$ cat config.mk
export PLATFORM = sky130hd
export DESIGN_NAME = rx_demux_flat
export DESIGN_NICKNAME = d
export VERILOG_FILES = /design/src/rtl/rx_demux_pkg.sv /design/src/rtl/rx_demux_if.sv /design/src/rtl/rx_byte_classify.sv /design/src/rtl/rx_demux.sv /design/src/flat_wrapper.sv
export SDC_FILE = /design/constraint.sdc
export NUM_CORES = 2
export LEC_CHECK = 0
export ABC_AREA = 1
export CAP_MARGIN = 15
export CORE_AREA = 2 2 745 747
export CTS_CLUSTER_DIAMETER = 120
export DETAILED_ROUTE_END_ITERATION = 6
export DIE_AREA = 0 0 747 749
export PLACE_DENSITY = 0.3
export RECOVER_POWER = 50
export SLEW_MARGIN = 5
export SYNTH_ARGS = -nofsm -noshare
export SYNTH_HDL_FRONTEND = slang
export SYNTH_SLANG_ARGS = --single-unit
$ cat constraint.sdc
create_clock -name clk -period 83.5 [get_ports clk]
set_clock_uncertainty 0.2 [all_clocks]
set_input_delay 16.7 -clock clk [delete_from_list [all_inputs] [get_ports clk]]
set_output_delay 16.7 -clock clk [all_outputs]
set_load 0.02 [all_outputs]
$ cat src/rtl/rx_demux_pkg.sv
// Shared PHY definitions: special K-symbol codes and the Rx ordered-set classifier states.
// Used by the Rx demux, OS generator and OS decoder.
package rx_demux_pkg;

  localparam logic [7:0] COM_SYM = 8'hBC;
  localparam logic [7:0] SKP_SYM = 8'h1C;

  typedef enum logic [1:0] {
    ST_DATA     = 2'd0,
    ST_COM_PEND = 2'd1,
    ST_IN_SKP   = 2'd2
  } cls_state_e;

  function automatic logic is_ksym(input logic k, input logic [7:0] sym, input logic [7:0] code);
    return k && (sym == code);
  endfunction

endpackage

$ cat src/rtl/rx_demux_if.sv
// Bundle of the PIPE Rx input word and the two demultiplexed output paths.
// master drives the received word; slave is the demux itself.
interface rx_demux_if #(
  parameter int NBYTES = 64
);
  logic                  sel;
  logic [8*NBYTES-1:0]   rx_in;
  logic [NBYTES-1:0]     rx_valid;
  logic [NBYTES-1:0]     rx_datak;
  logic [8*NBYTES-1:0]   data_out;
  logic [NBYTES-1:0]     data_valid;
  logic [NBYTES-1:0]     data_datak;
  logic [8*NBYTES-1:0]   os_out;
  logic [NBYTES-1:0]     os_valid;
  logic [NBYTES-1:0]     os_datak;
  logic [7:0]            skp_count;
  logic                  os_err;

  modport master (
    output sel, rx_in, rx_valid, rx_datak,
    input  data_out, data_valid, data_datak, os_out, os_valid, os_datak, skp_count, os_err
  );

  modport slave (
    input  sel, rx_in, rx_valid, rx_datak,
    output data_out, data_valid, data_datak, os_out, os_valid, os_datak, skp_count, os_err
  );
endinterface

$ cat src/rtl/rx_byte_classify.sv
// One combinational step of the ordered-set classifier: consumes one lane and
// yields the state seen by the next lane plus routing / SKP / error flags.
module rx_byte_classify
  import rx_demux_pkg::*;
(
  input  cls_state_e  state_i,
  input  logic [7:0]  sym_i,
  input  logic        k_i,
  input  logic        valid_i,
  output cls_state_e  state_o,
  output logic        to_os_o,
  output logic        skp_inc_o,
  output logic        err_o
);

  logic is_com;
  logic is_skp;

  assign is_com = is_ksym(k_i, sym_i, COM_SYM);
  assign is_skp = is_ksym(k_i, sym_i, SKP_SYM);

  always_comb begin
    state_o   = state_i;
    to_os_o   = 1'b0;
    skp_inc_o = 1'b0;
    err_o     = 1'b0;
    // Invalid lanes are transparent: state passes straight to the next lane.
    if (valid_i) begin
      case (state_i)
        ST_DATA: begin
          if (is_com) begin
            to_os_o = 1'b1;
            state_o = ST_COM_PEND;
          end else begin
            state_o = ST_DATA;
          end
        end
        ST_COM_PEND: begin
          if (is_skp) begin
            to_os_o   = 1'b1;
            skp_inc_o = 1'b1;
            state_o   = ST_IN_SKP;
          end else if (is_com) begin
            to_os_o = 1'b1;
            err_o   = 1'b1;
            state_o = ST_COM_PEND;
          end else begin
            err_o   = 1'b1;
            state_o = ST_DATA;
          end
        end
        ST_IN_SKP: begin
          if (is_skp) begin
            to_os_o = 1'b1;
            state_o = ST_IN_SKP;
          end else if (is_com) begin
            to_os_o = 1'b1;
            state_o = ST_COM_PEND;
          end else begin
            state_o = ST_DATA;
          end
        end
        default: state_o = ST_DATA;
      endcase
    end
  end

endmodule

$ cat src/rtl/rx_demux.sv
// Rx byte demultiplexer: splits each PIPE Rx word between the LPIF data path and
// the ordered-set decoder path, counting SKP ordered sets seen in the data phase.
module rx_demux
  import rx_demux_pkg::*;
#(
  parameter int NBYTES = 64
) (
  input  logic       clk,
  input  logic       reset,
  rx_demux_if.slave  bus
);

  localparam int W = 8 * NBYTES;

  cls_state_e        state_q, state_d;
  cls_state_e        lane_state [NBYTES+1];
  logic [NBYTES-1:0] lane_os;
  logic [NBYTES-1:0] lane_inc;
  logic [NBYTES-1:0] lane_err;

  logic [W-1:0]      data_out_q, data_out_d;
  logic [NBYTES-1:0] data_valid_q, data_valid_d;
  logic [NBYTES-1:0] data_datak_q, data_datak_d;
  logic [W-1:0]      os_out_q, os_out_d;
  logic [NBYTES-1:0] os_valid_q, os_valid_d;
  logic [NBYTES-1:0] os_datak_q, os_datak_d;
  logic [7:0]        skp_count_q, skp_count_d;
  logic              os_err_q, os_err_d;
  logic [15:0]       inc_total;
  logic [16:0]       skp_sum;

  assign lane_state[0] = state_q;

  // Lanes are classified in ascending order; each stage sees its predecessor's state.
  generate
    for (genvar gi = 0; gi < NBYTES; gi++) begin : g_lane
      rx_byte_classify u_classify (
        .state_i   (lane_state[gi]),
        .sym_i     (bus.rx_in[8*gi +: 8]),
        .k_i       (bus.rx_datak[gi]),
        .valid_i   (bus.rx_valid[gi]),
        .state_o   (lane_state[gi+1]),
        .to_os_o   (lane_os[gi]),
        .skp_inc_o (lane_inc[gi]),
        .err_o     (lane_err[gi])
      );
    end
  endgenerate

  always_comb begin
    data_out_d   = '0;
    data_valid_d = '0;
    data_datak_d = '0;
    os_out_d     = '0;
    os_valid_d   = '0;
    os_datak_d   = '0;
    inc_total    = '0;
    for (int i = 0; i < NBYTES; i++) begin
      if (bus.rx_valid[i]) begin
        if (!bus.sel || lane_os[i]) begin
          os_out_d[8*i +: 8] = bus.rx_in[8*i +: 8];
          os_valid_d[i]      = 1'b1;
          os_datak_d[i]      = bus.rx_datak[i];
        end else begin
          data_out_d[8*i +: 8] = bus.rx_in[8*i +: 8];
          data_valid_d[i]      = 1'b1;
          data_datak_d[i]      = bus.rx_datak[i];
        end
      end
      if (bus.sel) begin
        inc_total = inc_total + 16'(lane_inc[i]);
      end
    end
    skp_sum     = 17'(skp_count_q) + 17'(inc_total);
    skp_count_d = (skp_sum > 17'd255) ? 8'hFF : skp_sum[7:0];
    os_err_d    = bus.sel && (|lane_err);
    // Leaving the data phase drops any half-seen SKP OS silently.
    state_d     = bus.sel ? lane_state[NBYTES] : ST_DATA;
  end

  always_ff @(posedge clk) begin
    if (reset) begin
      state_q      <= ST_DATA;
      data_out_q   <= '0;
      data_valid_q <= '0;
      data_datak_q <= '0;
      os_out_q     <= '0;
      os_valid_q   <= '0;
      os_datak_q   <= '0;
      skp_count_q  <= '0;
      os_err_q     <= 1'b0;
    end else begin
      state_q      <= state_d;
      data_out_q   <= data_out_d;
      data_valid_q <= data_valid_d;
      data_datak_q <= data_datak_d;
      os_out_q     <= os_out_d;
      os_valid_q   <= os_valid_d;
      os_datak_q   <= os_datak_d;
      skp_count_q  <= skp_count_d;
      os_err_q     <= os_err_d;
    end
  end

  assign bus.data_out   = data_out_q;
  assign bus.data_valid = data_valid_q;
  assign bus.data_datak = data_datak_q;
  assign bus.os_out     = os_out_q;
  assign bus.os_valid   = os_valid_q;
  assign bus.os_datak   = os_datak_q;
  assign bus.skp_count  = skp_count_q;
  assign bus.os_err     = os_err_q;

endmodule

$ cat src/flat_wrapper.sv
// flat-port wrapper written by rule: the top's interface ports become plain ports
module rx_demux_flat import rx_demux_pkg::*;
#(
  parameter int NBYTES = 64
)
  (clk, reset, bus_sel, bus_rx_in, bus_rx_valid, bus_rx_datak, bus_data_out, bus_data_valid, bus_data_datak, bus_os_out, bus_os_valid, bus_os_datak, bus_skp_count, bus_os_err);
  rx_demux_if #(.NBYTES(NBYTES)) bus_i ();
  input  logic clk;
  input  logic reset;
  input wire logic [$bits(bus_i.sel)-1:0] bus_sel;
  input wire logic [$bits(bus_i.rx_in)-1:0] bus_rx_in;
  input wire logic [$bits(bus_i.rx_valid)-1:0] bus_rx_valid;
  input wire logic [$bits(bus_i.rx_datak)-1:0] bus_rx_datak;
  output wire logic [$bits(bus_i.data_out)-1:0] bus_data_out;
  output wire logic [$bits(bus_i.data_valid)-1:0] bus_data_valid;
  output wire logic [$bits(bus_i.data_datak)-1:0] bus_data_datak;
  output wire logic [$bits(bus_i.os_out)-1:0] bus_os_out;
  output wire logic [$bits(bus_i.os_valid)-1:0] bus_os_valid;
  output wire logic [$bits(bus_i.os_datak)-1:0] bus_os_datak;
  output wire logic [$bits(bus_i.skp_count)-1:0] bus_skp_count;
  output wire logic [$bits(bus_i.os_err)-1:0] bus_os_err;
  assign bus_i.sel = bus_sel;
  assign bus_i.rx_in = bus_rx_in;
  assign bus_i.rx_valid = bus_rx_valid;
  assign bus_i.rx_datak = bus_rx_datak;
  assign bus_data_out = bus_i.data_out;
  assign bus_data_valid = bus_i.data_valid;
  assign bus_data_datak = bus_i.data_datak;
  assign bus_os_out = bus_i.os_out;
  assign bus_os_valid = bus_i.os_valid;
  assign bus_os_datak = bus_i.os_datak;
  assign bus_skp_count = bus_i.skp_count;
  assign bus_os_err = bus_i.os_err;
  rx_demux #(.NBYTES(NBYTES)) u_core (.clk(clk), .reset(reset), .bus(bus_i));
endmodule
==> impl_metrics.py <==
metrics = {
    "outcome": {
        "outcome": "finished, violations left",
        "violations_in_the_final_reports": "capacitance limit, slew limit",
    },
    "logic_synthesis": {
        "synthFlopType": "sky130_fd_sc_hd__dfxtp_1",
        "synth_cells": 8308,
        "synth_seq_cells": 1291,
        "synth-adder-area-share_pct": 4.51,
        "post_synth_mux_area_share_pct": 0,
        "yosys.area_share.simple_pct": 34.2,
        "post_synth_main_area_contributors": "sky130_fd_sc_hd__dfxtp_1 (44%), sky130_fd_sc_hd__nor2_1 (12%), sky130_fd_sc_hd__inv_1 (9.1%), sky130_fd_sc_hd__nand2_1 (8.5%), sky130_fd_sc_hd__ha_1 (4.5%)",
        "yosysSeqAreaShare_pct": 43.8,
        "average_footprint_of_a_synthesized_cell_um2": 7.10,
        "yosysTopAreaCellShare_pct": 43.8,
        "synth.top_cells.by_count": "sky130_fd_sc_hd__nor2_1 (1902), sky130_fd_sc_hd__inv_1 (1423), sky130_fd_sc_hd__nand2_1 (1337)",
        "synth.most_common_cell": "sky130_fd_sc_hd__nor2_1",
        "synth.net_count": 9163,
        "synth_compound_gate_area_share_pct": 4.14,
        "synth_xor_area_share_pct": 1.74,
        "ys_types": 81,
        "synth_area_um2": 59000,
        "synth.largest_area_cell": "sky130_fd_sc_hd__dfxtp_1",
        "main_combinational_cell_family_by_area_after_synthesis": "simple AND/OR/NAND/NOR gates",
        "yosysWarningCount": 0,
        "post_synth_edffs": 0,
        "asyncSetResetFlopFracSynth_pct": 0,
    },
    "cells_and_area": {
        "instances_no_fill": 17904,
        "area.growth.synth_to_final_pct": 58.9,
        "final_area_um2": 93700,
        "final.fill_count": 63128,
        "finalCoreUtilization_pct": 17.0,
        "final_layout_size_suffix_gt1_share_pct": 9.46,
        "nNetsFinal": 11271,
    },
    "power_and_ir_drop": {
        "sequentialPowerShare_pct": 39.5,
        "internal_power_mw": 1.16,
        "switching_share_pct": 28.0,
        "ir_worst_vdd_mv": 0.0155,
        "switching_power_uw": 452,
        "leakage_component_of_the_power_nw": 44.0,
        "pwr_density_cell_nw_per_um2": 17.2,
        "p_clk_share_pct": 50.0,
        "power.combinational.fraction_pct": 10.5,
    },
    "global_route": {
        "grt_util_all_layers_pct": 15.2,
        "global_route_wire_length_before_repair_mm": 573,
        "grt_start_max_net_pins": 67,
        "number_of_antenna_violations_at_the_first_check_in_global_routing": 321,
        "via_count_of_the_first_global_routing_pass": 61463,
        "grt.overflow.total": 0,
    },
    "drt": {
        "avgRoutedWirePerCell_um": 24.6,
        "detailroute.via_count": 60731,
        "routed_via_density": 3.39,
        "detail-route-antenna-nets": 0,
        "tritonroute_pass_1_iters": 5,
        "post-route-drc-count": 0,
        "drt_wl_total_mm": 440,
        "drt_iter0_drc": 3114,
    },
    "clock_network": {
        "ctsRootBufferMaster": "sky130_fd_sc_hd__clkbuf_16",
        "tritoncts_num_sinks": 1291,
        "cts.clk_slew.worst_paths_ps": 60,
        "setup_fix_bufs_post_cts": 0,
        "cts.htree.levels": 4,
        "cts_resized": 0,
        "number_of_buffers_created_by_cts": 181,
        "hold_buffers": 0,
        "tritoncts": "built",
        "ctsLongestPathBuffers": 4,
        "clock_latency_of_the_later_clocked_register_in_the_worst_skew_pair_ps": 900,
    },
    "timing": {
        "slew_viol_final": 108,
        "hold-worst-slack_ps": 564,
        "max_slew.worst_pin.slew_ps": 2910,
        "timing.fmax_mhz": 13.1,
        "final_period_minus_worst_setup_slack_ps": 76060,
        "grt_setup_unrepaired": "no",
        "final-hold-violation-count": 0,
        "setup_tns_ps": 0,
        "setup_viol_count_final": 0,
        "min_period_over_period_pct": 91.1,
        "timing.max_slew.rel_slack_pct": -94.2,
    },
    "critical_path": {
        "worstPathArrival_ps": 76640,
        "maximum_fanout_along_the_worst_path": 5,
        "crit_family": "adder cells",
        "cp_capture_type": "register",
        "number_of_buffer_and_inverter_stages_on_the_critical_path": 62,
        "path_class": "input pin to register",
        "worst-endpoint-required_ps": 84090,
        "library_cell_contributing_the_largest_single_delay_on_the_critical_path": "sky130_fd_sc_hd__dlygate4sd3_1",
        "cp_common_cell": "sky130_fd_sc_hd__nand2_1",
        "critical-path-max-stage-delay_ps": 670,
        "timing.critical_path.from_type": "input pin",
    },
    "die": {
        "num_io_pins": 1932,
        "placementRows": 273,
        "die_w_um": 747,
        "start_util_pct": 10.7,
        "die_area_um2": 560000,
        "die_y_um": 749,
        "core_region_area_um2": 551000,
    },
    "hold_path": {
        "timing.hold.worst.class": "register to register",
    },
    "job": {
        "maxCapViolCount": 4,
    },
    "placed_design": {
        "io_buffers": 1931,
        "gp_routability_congestion": 0.857,
        "dp.cells": 17520,
        "detailedPlacementHpwl_mm": 387,
        "dpl_cell_area_um2": 87500,
    },
}
==> final timing paths <==
check                                             start                       to  slack, ps  cells past startpoint
worst min register to register  u_core.bus.skp_count[0]  u_core.bus.skp_count[0]        560                      5
worst min-delay path            u_core.bus.skp_count[0]  u_core.bus.skp_count[0]        560                      5
worst max register to register        u_core.state_q[0]        u_core.bus.os_err      23410                    340
worst max-delay path                       bus_rx_in[0]        u_core.bus.os_err       7440                    338
==> registers in the layout, summed over array words and instances (netlist names) <==
name / cells
u_core.bus.os_out: 512
u_core.bus.data_datak: 64
u_core.bus.os_datak: 64
u_core.bus.skp_count: 8
u_core.bus.os_err: 1
u_core.bus.os_valid: 64
u_core.bus.data_valid: 64
u_core.bus.data_out: 512
u_core.state_q: 2
==> cell families (layout without fill, tap and decap cells) <==
family / Yosys count / count (layout)
buffers and inverters: 1781 / 4031
adders and majority gates: 212 / 212
other: 0 / 59
AOI/OAI and AO/OA: 388 / 388
DFF: 1291 / 1291
xor gates and xnor gates: 104 / 104
and+or+nand+nor: 4532 / 4532
==> per-stage QoR <==
stage | worst slack (ps) | power (mW)
5_1_grt | 1850 | 1.68
3_3_place_gp | 7310 | 0.834
3_5_place_dp | 6650 | 0.833
4_1_cts | 7570 | 1.66
6_report | 7440 | 1.62
2_1_floorplan | 18590 | 0.709
==> worst register-to-register path, delay by kind of cell (launching register included) <==
| kind | cells | cell delay (ps) |
|---|---|---|
| and+or+nand+nor | 150 | 18910 |
| DFF | 1 | 420 |
| buffers and inverters | 63 | 5930 |
| adders and majority gates | 63 | 19890 |
| AOI/OAI and AO/OA | 64 | 14640 |
==> routing by layer <==
| metal | track usage, % | part of all wire, % | vias up | routed length [um] |
|---|---|---|---|---|
| met5 | 0 | 0.30 | - | 1320 |
| met2 | 24.8 | 45 | 2186 | 197000 |
| li1 | - | - | 29858 | - |
| met4 | 2.32 | 1.8 | 210 | 7970 |
| met1 | 18.0 | 42 | 27846 | 183000 |
| met3 | 7.68 | 11 | 631 | 50500 |
==> placed cells by master, fill, tap and decap left out, types with 38 or more instances in the layout <==
master,synthesis,final
sky130_fd_sc_hd__nor2_1,1902,1902
sky130_fd_sc_hd__clkdlybuf4s50_1,0,654
sky130_fd_sc_hd__inv_1,1423,1422
sky130_fd_sc_hd__nor3_1,235,232
sky130_fd_sc_hd__dlygate4sd3_1,0,1275
sky130_fd_sc_hd__diode_2,0,59
sky130_fd_sc_hd__nor2_2,98,98
sky130_fd_sc_hd__inv_2,225,224
sky130_fd_sc_hd__dfxtp_1,1291,1291
sky130_fd_sc_hd__clkbuf_16,0,182
sky130_fd_sc_hd__nand4_1,185,185
sky130_fd_sc_hd__clkbuf_1,29,38
sky130_fd_sc_hd__o21ai_0,94,94
sky130_fd_sc_hd__nand2_1,1337,1337
sky130_fd_sc_hd__nor4_1,134,134
sky130_fd_sc_hd__nand2_2,181,181
sky130_fd_sc_hd__o21ai_1,82,82
sky130_fd_sc_hd__nand3_1,303,302
sky130_fd_sc_hd__clkbuf_8,13,47
sky130_fd_sc_hd__ha_1,211,211
sky130_fd_sc_hd__clkinv_1,80,80
sky130_fd_sc_hd__xor2_1,49,49
sky130_fd_sc_hd__xnor2_1,43,43
sky130_fd_sc_hd__a21oi_1,53,53
==> final cells by class <==
cell class                 instances  area (um^2)  share of cell area (%)
multi-input combinational       5236        26300                    28.1
sequential                      1291        25800                    27.6
timing repair buffer            1970        19600                    20.9
tap                             7287         9120                    9.73
inverter                        1736         6550                    6.99
clock buffer                     262         5320                    5.67
clock inverter                    63          793                   0.847
antenna                           59          148                   0.158
==> power by group through the flow <==
stage	combinational, mW	clock (mW)	sequential, mW
CTS	0.182	0.840	0.639
floorplan	0.0350	0	0.674
detailed placement	0.181	0	0.652
finish	0.170	0.807	0.638
global route	0.182	0.861	0.639
global placement	0.182	0	0.652
Note: power is estimated with default switching activity, not from simulation.
